--- src/rtl/muldiv_wb_arb.sv ---
`default_nettype none
// ============================================================================
// Module      : muldiv_wb_arb
// Description : Writeback arbiter for multiply/divide results. Buffers
//               responses in a small FIFO, writes them to the register file
//               whenever the main pipeline leaves the write port free, and
//               keeps a per-register pending-result scoreboard.
// Revision    : 1.0 - initial release
// ============================================================================
module muldiv_wb_arb #(
    parameter int DEPTH = 2
) (
    input  logic        clock,
    input  logic        reset,
    input  logic        in_valid,
    output logic        in_ready,
    input  logic [31:0] in_data,
    input  logic [4:0]  in_tag,
    input  logic        pipe_wen,
    output logic        wb_valid,
    output logic [4:0]  wb_addr,
    output logic [31:0] wb_data,
    input  logic        sb_set,
    input  logic [4:0]  sb_tag,
    input  logic        kill,
    input  logic [4:0]  kill_tag,
    output logic [31:0] busy
);

    localparam int                PTR_W = $clog2(DEPTH);
    localparam int                CNT_W = PTR_W + 1;
    localparam logic [CNT_W-1:0]  FULL  = CNT_W'(DEPTH);

    // Entry storage; never reset, validity is tracked by count alone.
    logic [4:0]       tag_mem  [DEPTH];
    logic [31:0]      data_mem [DEPTH];

    logic [PTR_W-1:0] head;
    logic [PTR_W-1:0] tail;
    logic [CNT_W-1:0] count;
    logic             push;
    logic             pop;
    logic [31:0]      busy_next;

    // Handshake outputs depend only on registered count (plus pipe_wen for
    // the writeback grant), so in_ready has no path from any input.
    assign in_ready = (count != FULL);
    assign wb_valid = (count != '0) && !pipe_wen;
    assign pop      = wb_valid;
    // Responses to x0 are accepted but dropped: nothing to write back.
    assign push     = in_valid && in_ready && (in_tag != 5'd0);
    assign wb_addr  = tag_mem[head];
    assign wb_data  = data_mem[head];

    // Pointer and occupancy tracking; pointers wrap naturally since DEPTH is a power of two.
    always_ff @(posedge clock) begin
        if (reset) begin
            head  <= '0;
            tail  <= '0;
            count <= '0;
        end else begin
            if (push)
                tail <= tail + 1'b1;
            if (pop)
                head <= head + 1'b1;
            case ({push, pop})
                2'b10:   count <= count + 1'b1;
                2'b01:   count <= count - 1'b1;
                default: count <= count;
            endcase
        end
    end

    // Write accepted entries at the tail slot.
    always_ff @(posedge clock) begin
        if (push) begin
            tag_mem[tail]  <= in_tag;
            data_mem[tail] <= in_data;
        end
    end

    // Scoreboard next state: clears first, then set so a same-bit set wins; x0 never busy.
    always_comb begin
        busy_next = busy;
        if (wb_valid)
            busy_next[wb_addr] = 1'b0;
        if (kill)
            busy_next[kill_tag] = 1'b0;
        if (sb_set)
            busy_next[sb_tag] = 1'b1;
        busy_next[0] = 1'b0;
    end

    // Scoreboard register.
    always_ff @(posedge clock) begin
        if (reset)
            busy <= 32'h0;
        else
            busy <= busy_next;
    end

endmodule
`default_nettype wire
--- config.mk ---
export PLATFORM = sky130hd
export DESIGN_NAME = muldiv_wb_arb
export DESIGN_NICKNAME = d
export VERILOG_FILES = /design/src/rtl/muldiv_wb_arb.sv
export SDC_FILE = /design/constraint.sdc
export NUM_CORES = 1
export LEC_CHECK = 0
export CAP_MARGIN = 20
export CORE_MARGIN = 5
export CORE_UTILIZATION = 44
export DETAILED_ROUTE_END_ITERATION = 10
export HOLD_SLACK_MARGIN = 0.02
export PLACE_DENSITY = 0.74
export SLEW_MARGIN = 15
export SYNTH_ARGS = -nofsm -noshare
export SYNTH_HDL_FRONTEND = slang
export SYNTH_SLANG_ARGS = --single-unit
--- constraint.sdc ---
create_clock -name clock -period 2.4 [get_ports clock]
set_input_delay 0.36 -clock clock [delete_from_list [all_inputs] [get_ports clock]]
set_output_delay 0.36 -clock clock [all_outputs]
set_load 0.05 [all_outputs]
==> out/qor.yml <==
outcome: "finished, final reports clean"
start_util: 0.451
maxCapViolCount: 0
fin_skew_ns: 0.00646
finalMaxSlewViolations: 0
rsz0062_at_grt: "false"
peakVddDrop_mv: 0.688
core-area_sq_um: 10400
wire_per_inst_um: 19.3
grt_pass1_wl_mm: 18.4
yosysWarningCount: 0
fin_ws_ns: 0.0783
vias: 3405
p_sw_frac: 0.399
grt_max_degree: 38
std_cell_rows: 37
holdCritPathClass: "flop to flop"
drt-initial-drc-count: 221
intPower_mw: 3.53
antenna_found_initial: 0
clk_latency_ns: 0.37
drc: 0
relSlewSlack: 0.300
drtPass1Iterations: 5
synth_xor_area_frac: 0.00748
routed_via_density: 5.58
io_buffers: 122
die_x_um: 113
globalplace.congestion: 0.876
synth_common_cells: "edfxtp_1 (74), dfxtp_1 (36), mux2_2 (35), o221ai_1 (31), nand2_1 (26)"
dieArea_sq_um: 12800
h-tree-depth: 3
p_seq_frac: 0.417
layout.nets: 523
yosysTopAreaCellShare: 0.475
routed_wl_mm: 11.8
period_needed_ns: 2.32
clock-sinks: 110
ios: 124
p_per_area_nw_per_um2: 948
fin_area_sq_um: 6190
root_buffer: "clkbuf_8"
synthFlopType: "edfxtp_1"
yosys.area.top_type: "edfxtp_1"
finalCritPeriodShare: 0.967
synth.area.top_cells: "edfxtp_1 (47%), dfxtp_1 (15%), mux2_2 (8.4%)"
synth_edf_count: 74
fp.dieH_um: 113
ys_ff_latch: 110
cts_buffers: 9
dp.final_hpwl_mm: 8.49
synth_top_family_by_area: "compound AO/OA/AOI/OAI gates"
power.leakage_nw: 2.11
synthAdderAreaFrac: 0.00267
async_flop_share: 0
synth_compound_gate_area_share: 0.134
required_ns: 2.04
synthMostInstantiatedCell: "edfxtp_1"
syn_nets: 399
cts_buffer_depth: 2
dpl_cell_area_sq_um: 6000
dp_slack_ns: -0.0934
cts_setup_buffers: 0
gr-total-overflow: 0
p_clk_frac: 0.172
tightest_slew_ns: 1.05
syn_inst: 345
netSwitchingPower_mw: 2.34
hold_viol: 0
setup_viol: 0
clkTransAtPathRegs_ns: 0.10
syn_to_final_growth_pct: 32.2
muxShareOfSynthArea: 0.0890
grt_pass1_vias: 3510
pwr-share-comb: 0.411
postCtsHoldBufs: 0
cp-end-kind: "primary output"
seq_area_frac_synth: 0.629
setup.worst_path.class: "flop to primary output"
diodes: 0
drtAntennaViolNets: 0
yosys.area_share.simple: 0.113
critPathArrivalTime_ns: 1.96
avgSynthCellArea_sq_um: 13.6
drive_above_1_share: 0.236
synthesis.area_sq_um: 4680
cp_max_fo: 18
cts_tree: "yes"
synth_cell_types: 43
critPathLaunchType: "flop"
max_freq_mhz: 431
track_usage: 0.186
[stage by stage]
step                      hold slack (ns)  utilization  cells  power [mW]  setup TNS (ns)
after global routing                0.518        0.597    610        6.15               0
after detailed placement            0.478        0.578    594        4.91         -0.0934
after global placement              0.473        0.578    594        4.87         -0.0548
final                               0.490        0.597    610        5.87               0
after CTS                           0.493        0.595    610        5.91               0
after floorplan                     0.459            -    345        4.17          -32.36
[power groups by stage]
stage / logic, mW / registers, mW / clock network (mW)
6_report: 2.41 / 2.45 / 1.01
3_3_place_gp: 2.40 / 2.47 / 0
3_5_place_dp: 2.42 / 2.49 / 0
5_1_grt: 2.54 / 2.48 / 1.13
2_1_floorplan: 1.73 / 2.44 / 0
4_1_cts: 2.43 / 2.45 / 1.03
[layer usage]
metal	up-vias	global-route usage	wire, um	part of all wire
li1	1588	-	-	-
met1	1664	0.233	4810	0.41
met2	128	0.306	6010	0.51
met3	25	0.0422	696	0.059
met4	0	0.0833	272	0.023
met5	-	0	0	0
[cell usage in the layout (no fill, tap or decap), types with 3 or more instances in the layout]
cell             instances
nand3_1                  4
edfxtp_1                74
and3b_1                  6
a21oi_1                 21
dfxtp_1                 35
clkbuf_8                 9
nand2_1                 26
o211ai_2                 6
nor2_1                  10
buf_4                   39
clkinv_1                 3
nand3b_1                 5
o221ai_1                31
a32oi_2                  3
clkdlybuf4s50_1         85
o21ai_0                 11
nor2b_1                 13
nor3b_2                  3
dlymetal6s2s_1           5
xnor2_1                  3
mux2_2                  35
nand2b_1                 5
[sequential cells by signal, summed over array words and instances, names as in the netlist, named ones only]
name      cells
tail          1
tag_mem      10
data_mem     64
count         2
head          1
busy         31
[cell type report]
cell class | count | area (sq um)
Multi-Input combinational cell | 213 | 1640
Inverter | 3 | 11.3
Clock inverter | 7 | 48.8
Sequential cell | 110 | 2950
Fill cell | 830 | 4180
Clock buffer | 9 | 124
Timing Repair Buffer | 132 | 1250
Tap cell | 136 | 170
[cells by family (layout without fill, tap and decap cells)]
| kind of cell | Yosys count | count (layout) |
|---|---|---|
| and+or+nand+nor | 92 | 92 |
| adders and majority gates | 1 | 1 |
| buffers and inverters | 22 | 151 |
| other | 1 | 1 |
| xor gates and xnor gates | 4 | 4 |
| muxes | 36 | 36 |
| AOI/OAI and AO/OA | 79 | 79 |
| DFF | 110 | 110 |
[critical path, stage by stage (launching register included)]
cell and delay [ns]:
dfxtp_4 0.52, mux2_2 0.37, clkdlybuf4s50_1 0.70
[path summary, 6_finish.rpt]
kind	start	end	slack, ns	cells after the start
worst max-delay path	flop	wb_data[8]	0.08	2
worst min-delay path	busy[26]$_SDFF_PP0_	busy[26]$_SDFF_PP0_	0.49	2
worst max register to register	count[0]$_SDFFE_PP0P_	data_mem[0][21]$_DFFE_PP_	0.51	3
worst min register to register	busy[26]$_SDFF_PP0_	busy[26]$_SDFF_PP0_	0.49	2
[what timing repair did]
| action | in CTS | in global routing |
|---|---|---|
| cloned | 0 | 0 |
| setup endpoints to repair | 20 | 4 |
| resized for setup | 3 | 6 |
| pin swaps | 0 | 0 |
(Power assumes the default switching activity.)
